## config.mk

```make
export PLATFORM = sky130hd
export DESIGN_NAME = wb_queue_flat
export DESIGN_NICKNAME = d
export VERILOG_FILES = /design/src/rtl/wb_queue_if.sv /design/src/rtl/wb_queue.sv /design/src/flat_wrapper.sv
export SDC_FILE = /design/constraint.sdc
export NUM_CORES = 1
export LEC_CHECK = 0
export CAP_MARGIN = 15
export CORE_AREA = 3 3 225 227
export CTS_CLUSTER_SIZE = 14
export DETAILED_ROUTE_END_ITERATION = 7
export DIE_AREA = 0 0 228 230
export PLACE_DENSITY = 0.78
export RECOVER_POWER = 100
export SYNTH_ARGS = -nofsm -noshare
export SYNTH_HDL_FRONTEND = slang
export SYNTH_SLANG_ARGS = --single-unit
```

## constraint.sdc

```tcl
create_clock -name clk -period 5.5 [get_ports clk]
set_input_delay 1.1 -clock clk [delete_from_list [all_inputs] [get_ports clk]]
set_output_delay 1.1 -clock clk [all_outputs]
set_load 0.05 [all_outputs]
```

## src/rtl/wb_queue_if.sv

```systemverilog
// Writeback queue bus: producer handshakes, register-file write side,
// operand lookup/forward and occupancy status.
interface wb_queue_if #(
   parameter int unsigned XLEN  = 64,
   parameter int unsigned DEPTH = 4,
   parameter int unsigned AW    = 5
);
   localparam int unsigned CW = $clog2(DEPTH) + 1;

   // ALU result path
   logic                   alu_valid;
   logic                   alu_ready;
   logic [AW-1:0]          alu_rd;
   logic [XLEN-1:0]        alu_data;

   // Load result path
   logic                   mem_valid;
   logic                   mem_ready;
   logic [AW-1:0]          mem_rd;
   logic [XLEN-1:0]        mem_data;

   // Register-file write port
   logic                   rf_grant;
   logic                   Wen;
   logic [AW-1:0]          Rd_addr;
   logic signed [XLEN-1:0] write_data;

   // Operand bypass lookup
   logic [AW-1:0]          Rs1_addr;
   logic [AW-1:0]          Rs2_addr;
   logic                   rs1_hit;
   logic [XLEN-1:0]        rs1_fwd;
   logic                   rs2_hit;
   logic [XLEN-1:0]        rs2_fwd;

   // Occupancy
   logic [CW-1:0]          count;
   logic                   empty;

   // Queue side
   modport slave (
      input  alu_valid, alu_rd, alu_data,
      input  mem_valid, mem_rd, mem_data,
      input  rf_grant,
      input  Rs1_addr, Rs2_addr,
      output alu_ready, mem_ready,
      output Wen, Rd_addr, write_data,
      output rs1_hit, rs1_fwd, rs2_hit, rs2_fwd,
      output count, empty
   );

   // Producer / register-file side
   modport master (
      output alu_valid, alu_rd, alu_data,
      output mem_valid, mem_rd, mem_data,
      output rf_grant,
      output Rs1_addr, Rs2_addr,
      input  alu_ready, mem_ready,
      input  Wen, Rd_addr, write_data,
      input  rs1_hit, rs1_fwd, rs2_hit, rs2_fwd,
      input  count, empty
   );
endinterface

```

## src/rtl/wb_queue.sv

```systemverilog
// In-order writeback queue feeding the register-file write port, with a
// youngest-match bypass lookup for two source operands.
module wb_queue #(
   parameter int unsigned XLEN  = 64,
   parameter int unsigned DEPTH = 4,
   parameter int unsigned AW    = 5
) (
   input logic      clk,
   input logic      rst,
   wb_queue_if.slave bus
);
   localparam int unsigned PW = $clog2(DEPTH);
   localparam int unsigned CW = PW + 1;

   // Storage and pointers
   logic [AW-1:0]   rd_q   [DEPTH];
   logic [XLEN-1:0] data_q [DEPTH];
   logic [PW-1:0]   head_q, head_d;
   logic [PW-1:0]   tail_q, tail_d;
   logic [CW-1:0]   count_q, count_d;

   // Output stage
   logic            wen_q, wen_d;
   logic [AW-1:0]   rd_addr_q, rd_addr_d;
   logic [XLEN-1:0] wdata_q, wdata_d;

   // Handshake / control
   logic            mem_ready_c;
   logic            alu_ready_c;
   logic            take_mem_c;
   logic            take_alu_c;
   logic [AW-1:0]   in_rd_c;
   logic [XLEN-1:0] in_data_c;
   logic            push_c;
   logic            pop_c;

   // Lookup
   logic [AW-1:0]   rs_addr_c [2];
   logic            hit_c     [2];
   logic [XLEN-1:0] fwd_c     [2];

   // Acceptance: load path has fixed priority; readiness ignores same-cycle pop
   always_comb begin
      mem_ready_c = !rst && (count_q < CW'(DEPTH));
      alu_ready_c = mem_ready_c && !bus.mem_valid;
      take_mem_c  = bus.mem_valid && mem_ready_c;
      take_alu_c  = bus.alu_valid && alu_ready_c;
      in_rd_c     = take_mem_c ? bus.mem_rd   : bus.alu_rd;
      in_data_c   = take_mem_c ? bus.mem_data : bus.alu_data;
      // Writes to x0 complete the handshake but are never queued
      push_c      = (take_mem_c || take_alu_c) && (in_rd_c != '0);
      pop_c       = bus.rf_grant && (count_q != '0);
   end

   // Next-state for pointers, occupancy and the output stage
   always_comb begin
      head_d    = head_q;
      tail_d    = tail_q;
      count_d   = count_q;
      wen_d     = 1'b0;
      rd_addr_d = rd_addr_q;
      wdata_d   = wdata_q;

      if (push_c) begin
         tail_d = tail_q + PW'(1);
      end
      if (pop_c) begin
         head_d    = head_q + PW'(1);
         wen_d     = 1'b1;
         rd_addr_d = rd_q[head_q];
         wdata_d   = data_q[head_q];
      end

      case ({push_c, pop_c})
         2'b10:   count_d = count_q + CW'(1);
         2'b01:   count_d = count_q - CW'(1);
         default: count_d = count_q;
      endcase
   end

   // Control state registers with synchronous reset
   always_ff @(posedge clk) begin
      if (rst) begin
         head_q    <= '0;
         tail_q    <= '0;
         count_q   <= '0;
         wen_q     <= 1'b0;
         rd_addr_q <= '0;
         wdata_q   <= '0;
      end else begin
         head_q    <= head_d;
         tail_q    <= tail_d;
         count_q   <= count_d;
         wen_q     <= wen_d;
         rd_addr_q <= rd_addr_d;
         wdata_q   <= wdata_d;
      end
   end

   // Entry payload storage; validity is tracked solely by head/count
   always_ff @(posedge clk) begin
      if (push_c) begin
         rd_q[tail_q]   <= in_rd_c;
         data_q[tail_q] <= in_data_c;
      end
   end

   // Bypass lookup: output stage is oldest, then head..tail-1; last match wins
   always_comb begin
      rs_addr_c[0] = bus.Rs1_addr;
      rs_addr_c[1] = bus.Rs2_addr;
      for (int p = 0; p < 2; p++) begin
         hit_c[p] = 1'b0;
         fwd_c[p] = '0;
         if (rs_addr_c[p] != '0) begin
            if (wen_q && (rd_addr_q == rs_addr_c[p])) begin
               hit_c[p] = 1'b1;
               fwd_c[p] = wdata_q;
            end
            for (int i = 0; i < int'(DEPTH); i++) begin
               if ((CW'(i) < count_q) &&
                   (rd_q[head_q + PW'(i)] == rs_addr_c[p])) begin
                  hit_c[p] = 1'b1;
                  fwd_c[p] = data_q[head_q + PW'(i)];
               end
            end
         end
      end
   end

   // Output drive
   assign bus.alu_ready  = alu_ready_c;
   assign bus.mem_ready  = mem_ready_c;
   assign bus.Wen        = wen_q;
   assign bus.Rd_addr    = rd_addr_q;
   assign bus.write_data = wdata_q;
   assign bus.rs1_hit    = hit_c[0];
   assign bus.rs1_fwd    = fwd_c[0];
   assign bus.rs2_hit    = hit_c[1];
   assign bus.rs2_fwd    = fwd_c[1];
   assign bus.count      = count_q;
   assign bus.empty      = (count_q == '0);

endmodule

```

## src/flat_wrapper.sv

```systemverilog
// flat-port wrapper written by rule: the top's interface ports become plain ports
module wb_queue_flat 
#(
   parameter int unsigned XLEN  = 64,
   parameter int unsigned DEPTH = 4,
   parameter int unsigned AW    = 5
)
  (clk, rst, bus_alu_valid, bus_alu_rd, bus_alu_data, bus_mem_valid, bus_mem_rd, bus_mem_data, bus_rf_grant, bus_Rs1_addr, bus_Rs2_addr, bus_alu_ready, bus_mem_ready, bus_Wen, bus_Rd_addr, bus_write_data, bus_rs1_hit, bus_rs1_fwd, bus_rs2_hit, bus_rs2_fwd, bus_count, bus_empty);
  wb_queue_if #(.XLEN(XLEN), .DEPTH(DEPTH), .AW(AW)) bus_i ();
  input logic clk;
  input logic rst;
  input wire logic [$bits(bus_i.alu_valid)-1:0] bus_alu_valid;
  input wire logic [$bits(bus_i.alu_rd)-1:0] bus_alu_rd;
  input wire logic [$bits(bus_i.alu_data)-1:0] bus_alu_data;
  input wire logic [$bits(bus_i.mem_valid)-1:0] bus_mem_valid;
  input wire logic [$bits(bus_i.mem_rd)-1:0] bus_mem_rd;
  input wire logic [$bits(bus_i.mem_data)-1:0] bus_mem_data;
  input wire logic [$bits(bus_i.rf_grant)-1:0] bus_rf_grant;
  input wire logic [$bits(bus_i.Rs1_addr)-1:0] bus_Rs1_addr;
  input wire logic [$bits(bus_i.Rs2_addr)-1:0] bus_Rs2_addr;
  output wire logic [$bits(bus_i.alu_ready)-1:0] bus_alu_ready;
  output wire logic [$bits(bus_i.mem_ready)-1:0] bus_mem_ready;
  output wire logic [$bits(bus_i.Wen)-1:0] bus_Wen;
  output wire logic [$bits(bus_i.Rd_addr)-1:0] bus_Rd_addr;
  output wire logic [$bits(bus_i.write_data)-1:0] bus_write_data;
  output wire logic [$bits(bus_i.rs1_hit)-1:0] bus_rs1_hit;
  output wire logic [$bits(bus_i.rs1_fwd)-1:0] bus_rs1_fwd;
  output wire logic [$bits(bus_i.rs2_hit)-1:0] bus_rs2_hit;
  output wire logic [$bits(bus_i.rs2_fwd)-1:0] bus_rs2_fwd;
  output wire logic [$bits(bus_i.count)-1:0] bus_count;
  output wire logic [$bits(bus_i.empty)-1:0] bus_empty;
  assign bus_i.alu_valid = bus_alu_valid;
  assign bus_i.alu_rd = bus_alu_rd;
  assign bus_i.alu_data = bus_alu_data;
  assign bus_i.mem_valid = bus_mem_valid;
  assign bus_i.mem_rd = bus_mem_rd;
  assign bus_i.mem_data = bus_mem_data;
  assign bus_i.rf_grant = bus_rf_grant;
  assign bus_i.Rs1_addr = bus_Rs1_addr;
  assign bus_i.Rs2_addr = bus_Rs2_addr;
  assign bus_alu_ready = bus_i.alu_ready;
  assign bus_mem_ready = bus_i.mem_ready;
  assign bus_Wen = bus_i.Wen;
  assign bus_Rd_addr = bus_i.Rd_addr;
  assign bus_write_data = bus_i.write_data;
  assign bus_rs1_hit = bus_i.rs1_hit;
  assign bus_rs1_fwd = bus_i.rs1_fwd;
  assign bus_rs2_hit = bus_i.rs2_hit;
  assign bus_rs2_fwd = bus_i.rs2_fwd;
  assign bus_count = bus_i.count;
  assign bus_empty = bus_i.empty;
  wb_queue #(.XLEN(XLEN), .DEPTH(DEPTH), .AW(AW)) u_core (.clk(clk), .rst(rst), .bus(bus_i));
endmodule
```

==> impl_metrics.toml, run 1 <==
[synthesis]
ys_ff_latch = 355
yosysUniqueCellTypes = 56
syn_nets = 1968
syn_area_per_cell_um2 = 13.4
async_flop_share_pct = 0
synth_edf_count = 276
yosysWarnings = 0
syn_area_um2 = 24200
seq_area_frac_synth_pct = 40.7
synthCells = 1806
synth_flop_cell = "edfxtp_1"

[timing]
fmax_ghz = 0.186
maxSlewViolCount = 163
rsz0062_at_grt = "no"
period_needed_ns = 5.38
finalSetupViolCount = 0
slew_headroom_pct = -206
fin_skew_ns = 0.0225
worstMarginPinSlew_ns = 4.59
finalSetupTns_ns = 0
fin_crit_sh_pct = 97.8
final_hold_viol_count = 0

[drt]
routedWlPerCell_um = 30.6
vias = 20700
ant_nets = 0
via_per_inst = 7.44
drt_wl_total_um = 84900
dr.first_iter.drc_count = 3115
drt_first_pass_iters = 7
drc = 0

[global_route]
grt_max_degree = 132
antenna_found_initial = 0
first_global_vias = 20900
grt_usage_pct = 31.2
grt_pass1_wl_um = 126000
grt-ovfl-total = 0

[layout]
final_common_cell = "edfxtp_1"
utilization_pct = 63.0
final_cell_mix = "276 x edfxtp_1, 275 x mux4_2, 148 x clkdlybuf4s50_1"
register_area_um2 = 9880
nNetsFinal = 2239
n_antenna_cell = 0
final_cells = 2774
final_area_um2 = 30800
syn_to_final_growth_pct = 27.0
final_layout_size_suffix_gt1_share_pct = 28.7
multi_input_area_um2 = 13200
fill_cells = 3571

[critical_path]
start_kind = "input port"
reg2reg_depth = 5
crit_fanout = 23
cp_data_required_time_ns = 4.40
endpoint_kind = "output pin"
crit_type = "in -> out"
crit_arrival_ns = 4.28
critPathSlowestCell = "and2_2"
reg2reg_slack_ns = 0.62
critical_path.max_stage_delay_ns = 0.79
path_cells = "clkdlybuf4s50_1 -> xor2_1 -> nor4_4 -> and2_2 -> buf_4 -> a221oi_2 -> o31ai_1 -> buf_12"

[cts]
numCtsBuffers = 41
cts_tree = "built"
post_cts_buffers = 0
ctsLongestPathBuffers = 3
cts_hold_buf = 0
path_clk_slew_ns = 0.07
h-tree-depth = 2
cts_repair_resize_count = 0
clock-sinks = 355
cts_root_buf = "clkbuf_16"
insertion_delay_ns = 0.58

[run_status]
violations = "max-capacitance violations, max-slew violations"
status = "finished, violations left"

[job]
cap_violations = 4

[pwr]
seqPwrFrac_pct = 29.3
internal_power_uw = 7390
ir_worst_vdd_v = 0.000247
switching_share_pct = 40.3
pwr-share-clk_pct = 22.4
powerDensity_nw_per_um2 = 402
p_comb_share_pct = 48.2
p_switching_uw = 4980
p_leak_uw = 0.00961

[worst_hold_path]
whs_path_depth = 2
hold_path_class = "reg -> reg"

[place]
hpwl_um = 52400
port_buffers = 358
dpl.cell_count = 2698
gp_routability_congestion = 0.922
placed_area_um2 = 29900

[floorplan]
row_count = 81
io_pins = 359
fp.dieH_um = 230
core_um2 = 48800
start_util_pct = 49.6
die_w_um = 228
die_area_um2 = 52400
-- sequential cells by signal (all words and copies together) (netlist names), named ones only --
register,flops
u_core.data_q,256
u_core.bus.count,3
u_core.rd_q,20
u_core.bus.Wen,1
u_core.tail_q,2
u_core.bus.Rd_addr,5
u_core.bus.write_data,64
u_core.head_q,2
-- worst paths after layout --
path,to,from
worst max-delay path,bus_rs1_fwd[15],bus_Rs1_addr[4]
worst min-delay path,u_core.bus.write_data[7]$_SDFFE_PP0P_,u_core.bus.write_data[7]$_SDFFE_PP0P_
worst max register to register,u_core.bus.write_data[20]$_SDFFE_PP0P_,u_core.bus.count[2]$_SDFFE_PP0P_
worst min register to register,u_core.bus.write_data[7]$_SDFFE_PP0P_,u_core.bus.write_data[7]$_SDFFE_PP0P_
-- metal layers --
metal  track usage [%]  wire length (um)  vias up
li1                  -                 -     8165
met1              38.9             28500    10100
met2              49.7             39700     1919
met3              7.87             11300      489
met4              18.4              5390        0
met5                 0                 0        -
-- metrics by stage --
step                hold slack [ns]  power (uW)  setup WS (ns)
floorplan                     0.518        7710         -0.403
global placement              0.471        9570          0.301
detailed placement            0.481        9710          0.366
CTS                           0.491       12500          0.180
global route                  0.510       12800         0.0783
finish                        0.494       12400          0.123
-- critical path: cells and delay by family --
| kind | cells | cell delay [ns] |
|---|---|---|
| xor+xnor | 1 | 0.28 |
| simple gates | 2 | 1.14 |
| buf+inv | 3 | 1.22 |
| compound gates | 2 | 0.50 |
-- cell usage after synthesis (2+ instances only) --
cell type | count | area, um^2
ha_1 | 9 | 113
o31ai_2 | 49 | 613
buf_4 | 15 | 113
clkbuf_1 | 104 | 390
mux4_2 | 275 | 6190
nor2_1 | 143 | 537
nand4_1 | 3 | 18.8
dfxtp_1 | 79 | 1580
a21oi_1 | 79 | 395
a31oi_1 | 4 | 25.0
or3_1 | 4 | 25.0
nand2b_1 | 2 | 12.5
buf_1 | 16 | 60.1
o311ai_1 | 4 | 35.0
nand3b_1 | 6 | 45.0
and4b_1 | 2 | 20.0
buf_12 | 6 | 120
edfxtp_1 | 276 | 8290
xnor2_1 | 19 | 166
nor4_4 | 3 | 63.8
buf_2 | 68 | 340
and2_1 | 5 | 31.3
inv_1 | 9 | 33.8
o31ai_1 | 74 | 556
buf_6 | 3 | 33.8
nand2_1 | 149 | 559
mux2_2 | 69 | 777
o21ai_0 | 8 | 40.0
a221oi_2 | 42 | 631
xor2_1 | 35 | 307
a32oi_1 | 123 | 1080
mux2i_1 | 2 | 20.0
a221oi_1 | 81 | 709
and3_1 | 5 | 31.3
nor4_2 | 2 | 25.0
nor3_1 | 3 | 15.0
nor4_1 | 3 | 18.8
nand3_1 | 8 | 40.0
nor3_2 | 2 | 20.0
-- kinds of logic after synthesis --
| family | after synthesis | share of synthesized area [%] |
|---|---|---|
| XOR/XNOR | 54 | 1.95 |
| multiplexers | 347 | 29.0 |
| buffers and inverters | 223 | 4.55 |
| AO/OA/AOI/OAI | 472 | 17.1 |
| flip-flops | 355 | 40.7 |
| AND/OR/NAND/NOR | 346 | 6.23 |
| adder cells (fa/ha/maj) | 9 | 0.465 |
-- power groups by stage --
stage	Sequential [uW]	Combinational (uW)	Clock, uW
after global routing	3670	6230	2920
after floorplan	4020	3700	0
final	3630	5970	2780
after CTS	3620	6070	2800
after detailed placement	3670	6040	0
after global placement	3630	5940	0
-- layout make-up --
cell class                      count  area share (%)
Tap cell                          664            2.70
Sequential cell                   355            32.1
Inverter                           10           0.126
Clock buffer                       53            3.48
Multi-Input combinational cell   1228            42.8
Clock inverter                     23           0.878
Timing Repair Buffer              441            17.9
Note: power is estimated with default switching activity, not from simulation.
==> run 2: changes to the inputs <==
Settings changed: CORE_AREA 3 3 225 227 to 3 3 289 177, DIE_AREA 0 0 228 230 to 0 0 292 180.
==> run 2 against run 1 <==
Effect of this change: the run still ends with max-capacitance violations, max-slew violations left; wire length fell by 2.3%; first-iteration DRC count up 2.4%; critical path depth did not move; sequential power grew 2%; clock-buffer cell count increased by 1; hold slack hardly changed; fmax down 1.3%; global-route usage fell by 0.59 points; combinational power decreased by 5.0%; cell count shrank 0.97%; critical endpoint is now bus_rs1_fwd[30]; largest cell class unchanged; highest routed layer unchanged.
==> impl_metrics.toml, run 2 (synthesized netlist as in run 1, its figures left out) <==
[run_status]
status = "finished, violations left"
violations = "max-capacitance violations, max-slew violations"

[cts]
cts_hold_buf = 0
post_cts_buffers = 0
cts_tree = "built"
cts_repair_resize_count = 0
ctsLongestPathBuffers = 3
h-tree-depth = 2
clock-sinks = 355
path_clk_slew_ns = 0.06
numCtsBuffers = 37
insertion_delay_ns = 0.55
cts_root_buf = "clkbuf_16"

[timing]
maxSlewViolCount = 140
fmax_ghz = 0.184
fin_crit_sh_pct = 99.1
fin_skew_ns = 0.0293
final_hold_viol_count = 0
rsz0062_at_grt = "no"
worstMarginPinSlew_ns = 2.31
worst_slack_ns = 0.0518
slew_headroom_pct = -54.5
period_needed_ns = 5.45
finalSetupViolCount = 0

[pwr]
pwr-share-clk_pct = 20.8
ir_worst_vdd_v = 0.000299
p_leak_uw = 0.00945
switching_share_pct = 41.1
seqPwrFrac_pct = 31.3
p_comb_share_pct = 47.9
p_switching_uw = 4870
powerDensity_nw_per_um2 = 398
internal_power_uw = 6970

[global_route]
grt_pass1_wl_um = 125000
grt_max_degree = 97
antenna_found_initial = 0
first_global_vias = 20700
grt-ovfl-total = 0
grt_usage_pct = 30.6

[critical_path]
cp_data_required_time_ns = 4.40
crit_fanout = 33
start_kind = "flop"
crit_type = "reg -> out"
endpoint_kind = "output pin"
crit_arrival_ns = 4.35
reg2reg_depth = 6

[drt]
dr.first_iter.drc_count = 3190
via_per_inst = 7.49
vias = 20600
drt_wl_total_um = 82900
routedWlPerCell_um = 30.2
drc = 0
ant_nets = 0
drt_first_pass_iters = 7

[layout]
fill_cells = 3652
n_antenna_cell = 0
largest_reg_flops = 256
utilization_pct = 60.8
final_common_cell = "edfxtp_1"
syn_to_final_growth_pct = 22.9
register_area_um2 = 9880
top_register = "u_core.data_q"
final_cell_mix = "276 x edfxtp_1, 275 x mux4_2, 149 x clkdlybuf4s50_1"
final_layout_size_suffix_gt1_share_pct = 29.3
multi_input_area_um2 = 13200
nNetsFinal = 2232

[floorplan]
die_area_um2 = 52600
core_um2 = 49000
io_pins = 359
start_util_pct = 49.5
row_count = 63
die_w_um = 292
fp.dieH_um = 180

[job]
cap_violations = 3

[place]
dp_worst_setup_slack_ns = 0.321
hpwl_um = 52200
port_buffers = 358
gp_routability_congestion = 0.902

[worst_hold_path]
hold_path_class = "reg -> reg"
whs_path_depth = 2
## run 2: cell types whose count changed in the layout (fill, tap and decap cells not counted), moves of 8 or more
cell	change
buf_12	-58
buf_2	+15
buf_4	+14
clkbuf_1	-16
clkbuf_2	+35
clkbuf_4	+8
o31ai_1	-10
o31ai_2	+10
## run 2: through the flow
stage | setup TNS, ns | hold slack (ns) | std cells | area (um^2) | power (uW)
2_1_floorplan | -111.17 | 0.518 | 1806 | 24200 | 7710
3_3_place_gp | 0 | 0.472 | 2681 | 29200 | 9400
3_5_place_dp | 0 | 0.484 | 2681 | 29200 | 9540
4_1_cts | 0 | 0.494 | 2747 | 30300 | 12000
5_1_grt | 0 | 0.517 | 2747 | 29800 | 12300
6_report | 0 | 0.494 | 2747 | 29800 | 11800
## run 2: area by class of cell
class | instances | share of cell area (%)
multi-input cells | 1228 | 44.3
flip-flops and latches | 355 | 33.2
repair buffers | 438 | 15.8
clock buffers | 54 | 3.53
well taps | 650 | 2.73
clock inverters | 12 | 0.328
inverters | 10 | 0.130
## run 2: power by group through the flow
stage / Combinational, uW / Clock (uW) / Sequential [uW]
floorplan: 3700 / 0 / 4020
global placement: 5680 / 0 / 3720
detailed placement: 5780 / 0 / 3760
CTS: 5800 / 2490 / 3700
global route: 5950 / 2600 / 3760
finish: 5670 / 2460 / 3710
## run 2: final timing paths
kind	end	start	slack, ns
min reg2reg	u_core.bus.write_data[63]$_SDFFE_PP0P_	u_core.bus.write_data[63]$_SDFFE_PP0P_	0.49
min	u_core.bus.write_data[63]$_SDFFE_PP0P_	u_core.bus.write_data[63]$_SDFFE_PP0P_	0.49
max reg2reg	u_core.head_q[0]$_SDFFE_PP0P_	u_core.bus.count[2]$_SDFFE_PP0P_	1.08
max	bus_rs1_fwd[30]	flop	0.05
## run 2: critical path: stages, from the launching register on
cell and delay [ns]:
dfxtp_4 0.70, mux4_2 0.64, xor2_1 0.17, nor4_1 0.82
and2_4 0.31, buf_12 0.30, a221oi_2 0.12, o31ai_1 0.51
buf_12 0.21
## run 2: per-layer routing
layer  up-vias  share of wire (%)  global-route usage, %
li1       8146                  -                      -
met2      1954                 45                   46.8
met5         -                  0                      0
met4         0                4.9                   14.0
met1     10100                 36                   41.0
met3       404                 14                   8.66
